--- config.mk ---
export PLATFORM = sky130hd
export DESIGN_NAME = rectangle_point_gen
export DESIGN_NICKNAME = d
export VERILOG_FILES = /design/src/rtl/rect_pkg.sv /design/src/rtl/rectangle_point_gen.sv
export SDC_FILE = /design/constraint.sdc
export NUM_CORES = 1
export LEC_CHECK = 0
export BUFFER_PORTS_ARGS = -buffer_cell sky130_fd_sc_hd__buf_2
export CAP_MARGIN = 5
export CORE_UTILIZATION = 63
export CTS_BUF_LIST = sky130_fd_sc_hd__clkbuf_4 sky130_fd_sc_hd__clkbuf_8
export CTS_CLUSTER_DIAMETER = 60
export DETAILED_ROUTE_END_ITERATION = 8
export PLACE_DENSITY = 0.85
export REMOVE_ABC_BUFFERS = 1
export SLEW_MARGIN = 10
export SYNTH_ARGS = -nofsm -noshare
export SYNTH_HDL_FRONTEND = slang
export SYNTH_SLANG_ARGS = --single-unit
--- constraint.sdc ---
create_clock -name _clock -period 17.06 [get_ports _clock]
set_clock_uncertainty 0.1 [all_clocks]
set_input_delay 0.853 -clock _clock [delete_from_list [all_inputs] [get_ports _clock]]
set_output_delay 0.853 -clock _clock [all_outputs]
set_load 0.01 [all_outputs]
--- src/rtl/rect_pkg.sv ---
// Shared types for the rectangle point generator.
// rect_state_t : walker states (idle, four outline edges, raster fill, finish)
// MODE_OUTLINE / MODE_FILL : encodings of the fill input
package rect_pkg;

  typedef enum logic [2:0] {
    IDLE   = 3'd0,
    TOP    = 3'd1,
    RIGHT  = 3'd2,
    BOTTOM = 3'd3,
    LEFT   = 3'd4,
    FILL   = 3'd5,
    FIN    = 3'd6
  } rect_state_t;

  localparam logic MODE_OUTLINE = 1'b0;
  localparam logic MODE_FILL    = 1'b1;

endpackage

--- src/rtl/rectangle_point_gen.sv ---
// Streams the pixel coordinates of an axis-aligned rectangle, one point per
// valid/ready handshake, either as a clockwise outline or as a raster fill.
// Ports:
//   _clock, _reset    : clock and synchronous active-high reset
//   _start            : begin a rectangle (honoured only in IDLE)
//   s_x, s_y          : top-left origin
//   width, height     : extents in pixels
//   fill              : 0 = outline, 1 = filled
//   _ready            : consumer accepts the current point
//   _out0, _out1      : current point x / y
//   _valid            : _out0/_out1 hold a point
//   _busy             : a rectangle is in progress
//   _done             : single-cycle completion pulse
module rectangle_point_gen
  import rect_pkg::*;
#(
  parameter int COORD_W = 32
) (
  input  logic               _clock,
  input  logic               _reset,
  input  logic               _start,
  input  logic [COORD_W-1:0] s_x,
  input  logic [COORD_W-1:0] s_y,
  input  logic [COORD_W-1:0] width,
  input  logic [COORD_W-1:0] height,
  input  logic               fill,
  input  logic               _ready,
  output logic [COORD_W-1:0] _out0,
  output logic [COORD_W-1:0] _out1,
  output logic               _valid,
  output logic               _busy,
  output logic               _done
);

  localparam logic [COORD_W-1:0] ZERO = '0;
  localparam logic [COORD_W-1:0] ONE  = COORD_W'(1);
  localparam logic [COORD_W-1:0] TWO  = COORD_W'(2);

  rect_state_t state_q, state_d;

  // i walks along x (edge or row), j walks along y; both are offsets from
  // the latched origin so the output is always origin + offset.
  logic [COORD_W-1:0] i_q, i_d;
  logic [COORD_W-1:0] j_q, j_d;
  logic [COORD_W-1:0] x0_q, x0_d;
  logic [COORD_W-1:0] y0_q, y0_d;
  logic [COORD_W-1:0] w_q, w_d;
  logic [COORD_W-1:0] h_q, h_d;
  logic [COORD_W-1:0] out0_q, out0_d;
  logic [COORD_W-1:0] out1_q, out1_d;
  logic               valid_q, valid_d;

  logic [COORD_W-1:0] w_m1;
  logic [COORD_W-1:0] h_m1;
  logic               hs;

  assign w_m1 = w_q - ONE;
  assign h_m1 = h_q - ONE;
  assign hs   = valid_q & _ready;

  always_comb begin
    state_d = state_q;
    i_d     = i_q;
    j_d     = j_q;
    x0_d    = x0_q;
    y0_d    = y0_q;
    w_d     = w_q;
    h_d     = h_q;
    valid_d = valid_q;

    unique case (state_q)
      IDLE: begin
        if (_start) begin
          x0_d = s_x;
          y0_d = s_y;
          w_d  = width;
          h_d  = height;
          i_d  = ZERO;
          j_d  = ZERO;
          if ((width == ZERO) || (height == ZERO)) begin
            state_d = FIN;
          end else begin
            state_d = (fill == MODE_FILL) ? FILL : TOP;
            valid_d = 1'b1;
          end
        end
      end

      TOP: begin
        if (hs) begin
          if (i_q != w_m1) begin
            i_d = i_q + ONE;
          end else if (h_q != ONE) begin
            state_d = RIGHT;
            j_d     = ONE;
          end else begin
            state_d = FIN;
            valid_d = 1'b0;
          end
        end
      end

      RIGHT: begin
        if (hs) begin
          if (j_q != h_m1) begin
            j_d = j_q + ONE;
          end else if (w_q != ONE) begin
            state_d = BOTTOM;
            i_d     = w_q - TWO;
          end else begin
            // Single-column rectangle: the right edge already covered it.
            state_d = FIN;
            valid_d = 1'b0;
          end
        end
      end

      BOTTOM: begin
        if (hs) begin
          if (i_q != ZERO) begin
            i_d = i_q - ONE;
          end else if (h_q != TWO) begin
            state_d = LEFT;
            j_d     = h_q - TWO;
          end else begin
            // Two rows: the left edge has no interior pixels.
            state_d = FIN;
            valid_d = 1'b0;
          end
        end
      end

      LEFT: begin
        if (hs) begin
          if (j_q != ONE) begin
            j_d = j_q - ONE;
          end else begin
            state_d = FIN;
            valid_d = 1'b0;
          end
        end
      end

      FILL: begin
        if (hs) begin
          if (i_q != w_m1) begin
            i_d = i_q + ONE;
          end else if (j_q != h_m1) begin
            i_d = ZERO;
            j_d = j_q + ONE;
          end else begin
            state_d = FIN;
            valid_d = 1'b0;
          end
        end
      end

      FIN: begin
        state_d = IDLE;
      end

      default: begin
        state_d = IDLE;
        valid_d = 1'b0;
      end
    endcase

    // Coordinates wrap modulo 2^COORD_W by construction.
    out0_d = x0_d + i_d;
    out1_d = y0_d + j_d;
  end

  always_ff @(posedge _clock) begin
    if (_reset) begin
      state_q <= IDLE;
      valid_q <= 1'b0;
      out0_q  <= '0;
      out1_q  <= '0;
    end else begin
      state_q <= state_d;
      valid_q <= valid_d;
      out0_q  <= out0_d;
      out1_q  <= out1_d;
    end
  end

  // Operands and counters are only meaningful while busy, so they carry no reset.
  always_ff @(posedge _clock) begin
    i_q  <= i_d;
    j_q  <= j_d;
    x0_q <= x0_d;
    y0_q <= y0_d;
    w_q  <= w_d;
    h_q  <= h_d;
  end

  assign _out0  = out0_q;
  assign _out1  = out1_q;
  assign _valid = valid_q;
  assign _busy  = (state_q != IDLE);
  assign _done  = (state_q == FIN);

endmodule

==> results.md, run 1 <==
* Hold path startpoint: width[25]
* Routability Congestion at 1.06
* Largest net degree at the start of global routing at 63
* Post-route antenna net violation count at 0
* Max Cap Viol at 0
* Post-cts resize count at 0
* Seq/Total Area, Yosys at 33.0%
* Post-synthesis cell count at 2131
* Via count at 17870
* Setup crit end kind: register
* Clock slew at reported path FFs at 60 ps
* Starting DRT DRC Count at 1950
* CP max FO at 21
* Share of layout cells above drive strength 1 at 17.2%
* Initial core utilization at 63.9%
* Setup TNS at 0 ps
* Port Buffers at 199
* Global-route wire length before repair at 93.1 mm
* Cell Pwr Density at 162 mW/mm2
* Synth Register Bits at 260
* Ant. Diodes at 0
* FFs w/ async S/R, synth at 0%
* First-pass iteration count of the detailed router at 9
* WHS at 357 ps
* DPL Wire Length at 45.9 mm
* Postcts setup bufs at 0
* Main flop type after synthesis: dfxtp_1
* Full die area at 0.0288 mm2
* Clk buf depth at 3
* Reg-to-Reg End: _out0[31]
* Die Span Y at 170 um
* Final Core Density at 71.2%
* RSZ-0062 raised after global routing: no
* Final net count at 2460
* GRT Residual Overflow at 0
* Vias in the first global route at 17466
* Worst path max stage delay at 810 ps
* # DRC at 0
* Critical path required time at 17440 ps
* Avg Vias per Cell at 6.71
* FF-to-FF Start: h_q[1]
* Measured slew at the worst slew-check pin at 1090 ps
* Die X at 170 um
* Period minus WS final at 9060 ps
* IO Pins at 200
* Total GRT Usage at 41.6%
* Crit path DAT at 9430 ps
* FP Rows at 61
* Post-Syn Area per Cell at 8.31 um2
* Finish-stage setup viols at 0
* Worst r2r path cells at 28
* TritonCTS Buffers at 45
* Post-synth EDFFs at 64
* Reg2Reg Setup Slack at 8000 ps
* CTS Hold Bufs at 0
* Peak VDD IR at 0.127 mV
* Leak Pwr at 7.85 nW
* Core area at 0.0277 mm2
* Worst setup SP type: register
* H-tree depth at 2
* Max-slew headroom at 27.1%
* Warnings from Yosys at 0
* # fillers at 2196
* WL per Instance at 22.8 um
* Final period util at 53.1%
* Final-report hold violation count at 0
* Worst Hold Endpoint: w_q[25]
* Root buffer cell: clkbuf_8
* Worst path slowest cell: a2111oi_0
* Num Clock Sinks at 260
* Cell variety after synth at 84
* Critical path type: register to register
* Cell Area, Synth at 0.0177 mm2
* WHS Path Cells at 1
* CP dominant cell by count: o21ai_0
* Status: finished, final reports clean
* Initial antenna violation count at 0
* Hold Path Class: primary input to register
* Worst-skew pair later-pin latency at 590 ps
* Max Fclk at 110 MHz
* CTS tree: done
* Fin. max-slew vios at 0
* P&R area growth vs syn at 11.4%
* Crit path launch: h_q[1]
* WL final at 60.8 mm
-- metrics by stage --
stage               std cells  setup slack, ps  power (W)  cell area, um2
finish                   2663             8000    0.00320           19700
global placement         2581             8670    0.00246           18800
CTS                      2663             8360    0.00316           19700
detailed placement       2581             8370    0.00252           18800
floorplan                1992             9410    0.00206           17200
global route             2663             7600    0.00337           19700
-- layout make-up --
| class | count | area (um2) | area share (%) |
|---|---|---|---|
| repair buffers | 211 | 1090 | 5.50 |
| flip-flops and latches | 260 | 5850 | 29.6 |
| inverters | 51 | 191 | 0.970 |
| clock buffers | 60 | 757 | 3.84 |
| clock inverters | 22 | 223 | 1.13 |
| well taps | 378 | 473 | 2.40 |
| multi-input cells | 1681 | 11200 | 56.5 |
-- worst max path at each step --
stage	endpoint	slack [ps]	cells past startpoint
CTS	_out0[31]	8360	28
floorplan	_out1[30]	9410	15
global placement	_out0[31]	8670	28
detailed placement	_out0[31]	8370	28
global route	_out0[31]	7600	28
finish	_out0[31]	8000	28
-- flip-flops by register name (all words and copies together) (netlist names) --
name,flops
_out0,32
_out1,32
h_q,32
i_q,32
j_q,32
w_q,32
x0_q,32
y0_q,32
state_q,3
_valid,1
-- report_power, final --
part / switching, W / internal [W]
Sequential: 0.000214 / 0.000866
Clock: 0.000277 / 0.000353
Combinational: 0.000889 / 0.000602
-- synth_stat cells (8+ instances only) --
cell type	count	share of area (%)
o31ai_1	11	0.47
inv_1	51	1.1
nor3_1	77	2.2
nand2b_1	19	0.67
or3_1	23	0.81
nor4_1	67	2.4
a211oi_1	26	1.1
xnor2_1	114	5.6
and2_1	17	0.60
nand2_1	132	2.8
o21bai_1	11	0.47
nor2b_1	23	0.81
xor2_1	80	4.0
o21ai_0	127	3.6
and3_1	29	1.0
a221oi_1	8	0.40
o22ai_1	34	1.2
or2_2	15	0.53
or4_1	21	0.89
o21a_1	14	0.59
a211o_1	8	0.40
clkbuf_1	127	2.7
ha_1	75	5.3
o211ai_1	14	0.59
nor3b_1	9	0.38
a31oi_1	23	0.81
mux2_2	67	4.3
dfxtp_1	196	22
nand3_1	70	2.0
edfxtp_1	64	11
nor2_1	227	4.8
nand4_1	37	1.3
o2111ai_1	9	0.45
a21o_1	43	1.8
a21oi_1	113	3.2
mux2i_1	11	0.62
o221ai_1	10	0.49
-- layout by cell type (no fill, tap or decap), types with 75 or more instances in the layout --
| cell type | n |
|---|---|
| ha_1 | 75 |
| a21oi_1 | 112 |
| dfxtp_1 | 196 |
| xor2_1 | 80 |
| xnor2_1 | 114 |
| o21ai_0 | 126 |
| nand2_1 | 132 |
| nor3_1 | 76 |
| nor2_1 | 226 |
| buf_2 | 199 |
-- metal layers --
metal	GRT usage, %	share of wire [%]	vias up
met5	0	0	-
met4	32.1	8.3	0
met3	7.77	8.8	332
met2	71.8	48	1138
met1	45.0	35	8264
li1	-	-	8136
-- worst max-delay path, delay by kind of cell (launching register included) --
family | cells | cell delay (ps)
buf+inv | 2 | 440
simple gates | 7 | 2550
compound gates | 14 | 4120
flops | 1 | 570
fa+ha+maj | 2 | 530
mux | 3 | 630
-- cell families after synthesis --
family	Yosys count	synth area share, %
xor gates and xnor gates	194	9.59
adders and majority gates	77	5.52
buffers and inverters	190	4.16
muxes	78	4.88
DFF	260	33.0
AOI/OAI and AO/OA	527	19.4
and+or+nand+nor	805	23.4
Power figures use the tool's default switching activity.
==> inputs of run 2 (changes only) <==
- CORE_UTILIZATION: 63 -> 62
- PLACE_DENSITY: 0.85 -> 0.84
- clock period: 17.06 -> 9.5 ns (I/O delays scaled with it)
==> run 2 against run 1 <==
  * The flow now finishes with violations (hold timing)
  * Critical path depth is 2 higher
  * Via count up 0.29%
  * Non-clock buffer count is 36 higher
  * Flip-flop and latch count unchanged
  * Sequential power rose by 79%
  * Global-route usage is 0.64 points lower
  * First-iteration DRC count is 9.0% lower
==> results.md, run 2 (same netlist as run 1, synthesis figures left out) <==
* Peak VDD IR at 0.219 mV (+73%)
* Worst setup SP type: register
* CP Buf/Inv Count at 3 (+1)
* Max Cap Viol at 0 (unchanged)
* Setup ws final at 1010 ps (-6990 ps)
* Status: complete, but fails checks
* IO Pins at 200 (unchanged)
* Critical path type: register to register
* Initial core utilization at 63.4% (-0.52 points)
* Final-report hold violation count at 1 (+1)
* Postcts setup bufs at 0 (unchanged)
* Final Core Density at 71.8% (+0.61 points)
* Setup TNS at 0 ps (unchanged)
* Worst path slowest cell: or4b_2
* Full die area at 0.0292 mm2 (+1.6%)
* GR peak layer: met2
* RSZ-0062 raised after global routing: no
* Root buffer cell: clkbuf_8
* Hold Path Class: primary input to register
* H-tree depth at 2 (unchanged)
* Pre-CTS setup slack at 1270 ps (-7090 ps)
* # fillers at 2195 (-0.046%)
* P&R area growth vs syn at 13.3%
* DPL Wire Length at 44.9 mm (-2.2%)
* Largest net degree at the start of global routing at 61 (-3.2%)
* Fin. max-slew vios at 0 (unchanged)
* Worst path max stage delay at 670 ps (-140 ps)
* M1 GR Usage at 44.0% (-0.96 points)
* Clk buf depth at 3 (unchanged)
* FP Rows at 61 (unchanged)
* Starting DRT DRC Count at 1775 (-9.0%)
* Max-slew headroom at 32.3% (+5.1 points)
* CTS tree: done
* First-pass iteration count of the detailed router at 6 (-3)
* Crit path DAT at 8860 ps (-570 ps)
* Setup crit end kind: register
* Post-route antenna net violation count at 0 (unchanged)
* WHS at -2.05 ps (-359 ps)
* Global-route wire length before repair at 92.5 mm (-0.64%)
* Failing checks: hold timing
* Commonest non-fill, non-tap cell in the layout: nor2_1
* Crit path max-delay family: compound AO/OA/AOI/OAI gates
* CP max FO at 11 (-48%)
* Period minus WS final at 8490 ps (-567 ps)
* Share of layout cells above drive strength 1 at 16.9% (-0.24 points)
* TritonCTS Buffers at 44 (-2.2%)
* Core area at 0.0279 mm2 (+0.83%)
* Worst-skew pair later-pin latency at 600 ps (about the same)
* GRT Residual Overflow at 0 (unchanged)
* Vias in the first global route at 17407 (-0.34%)
* Clock slew at reported path FFs at 70 ps (about the same)
* Initial antenna violation count at 1 (+1)
* WL final at 60.4 mm (-0.63%)
* Commonest non-fill, non-tap cells in the layout: nor2_1 (227), buf_2 (199), dfxtp_1 (196), nand2_1 (132), o21ai_0 (126)
* Final net count at 2495 (+1.4%)
* GR Layer Usage met3 at 6.87% (-0.90 points)
* WL per Instance at 22.4 um (-1.9%)
* Finish-stage setup viols at 0 (unchanged)
* Num Clock Sinks at 260 (unchanged)
* Port Buffers at 199 (unchanged)
* # DRC at 0 (unchanged)
* Final instance area at 0.0201 mm2 (+1.7%)
* Post-cts resize count at 0 (unchanged)
* Total GRT Usage at 40.9% (-0.64 points)
* Routability Congestion at 1.03 (-2.9%)
* Final period util at 89.4% (+36 points)
* Via count at 17921 (+0.29%)
* Power, Total at 0.00573 W (+79%)
* CP dominant cell by count: o21ai_0
* Avg Vias per Cell at 6.64 (-0.98%)
* Cell Pwr Density at 286 mW/mm2 (+76%)
* Die Span Y at 171 um (+0.79%)
* Placed instance area at 0.0188 mm2 (+0.15%)
* Die X at 171 um (+0.79%)
* Grt met2 use at 71.4% (-0.39 points)
* Max Fclk at 118 MHz (+6.7%)
* Measured slew at the worst slew-check pin at 1010 ps (-80.1 ps)
* Critical path required time at 9870 ps (-7570 ps)
* Leak Pwr at 7.97 nW (+1.6%)
## run 2: worst paths after layout
| kind | from | slack (ps) | cells after the start | end |
|---|---|---|---|---|
| setup / recovery | h_q[1] | 1010 | 30 | _out0[30] |
| hold / removal | width[31] | -2 | 1 | w_q[31] |
| setup reg to reg | h_q[1] | 1010 | 30 | _out0[30] |
| hold reg to reg | y0_q[30] | 380 | 1 | y0_q[30] |
## run 2: area by class of cell
class,instances,area [um2],area share (%)
Antenna cell,1,2.50,0.0125
Clock buffer,58,736,3.67
Inverter,51,191,0.954
Timing Repair Buffer,247,1430,7.15
Sequential cell,260,5850,29.1
Clock inverter,21,238,1.18
Multi-Input combinational cell,1681,11100,55.6
Tap cell,378,473,2.36
## run 2: power breakdown
part	internal (W)	switching, W	leakage, nW
Clock	0.000644	0.000490	0.500
Sequential	0.00155	0.000377	2.23
Combinational	0.00109	0.00157	5.24
Total	0.00329	0.00244	7.97
## run 2: metal layers
layer / vias to the layer above / wire length, um
li1: 8216 / -
met1: 8289 / 21200
met2: 1099 / 29300
met3: 317 / 4960
met4: 0 / 4900
met5: - / 0
## run 2: worst reg2reg max path, delay by kind of cell, from the launching register on
| kind | cells | cell delay [ps] |
|---|---|---|
| flip-flops | 1 | 530 |
| buffers and inverters | 3 | 460 |
| XOR/XNOR | 1 | 170 |
| AO/OA/AOI/OAI | 13 | 3000 |
| multiplexers | 2 | 390 |
| AND/OR/NAND/NOR | 8 | 3010 |
| adder cells (fa/ha/maj) | 3 | 710 |
## run 2: what timing repair did
| item | 4_1_cts | 5_1_grt |
|---|---|---|
| setup endpoints to repair | 0 | 0 |
| hold buffers | 31 | 0 |
| endpoints found under the hold margin | 31 | 0 |
## run 2: metrics by stage
stage               hold WS (ps)  cells
floorplan                    354   1992
global placement             360   2586
detailed placement           363   2586
CTS                        0.382   2696
global route                1.45   2697
finish                     -2.05   2697
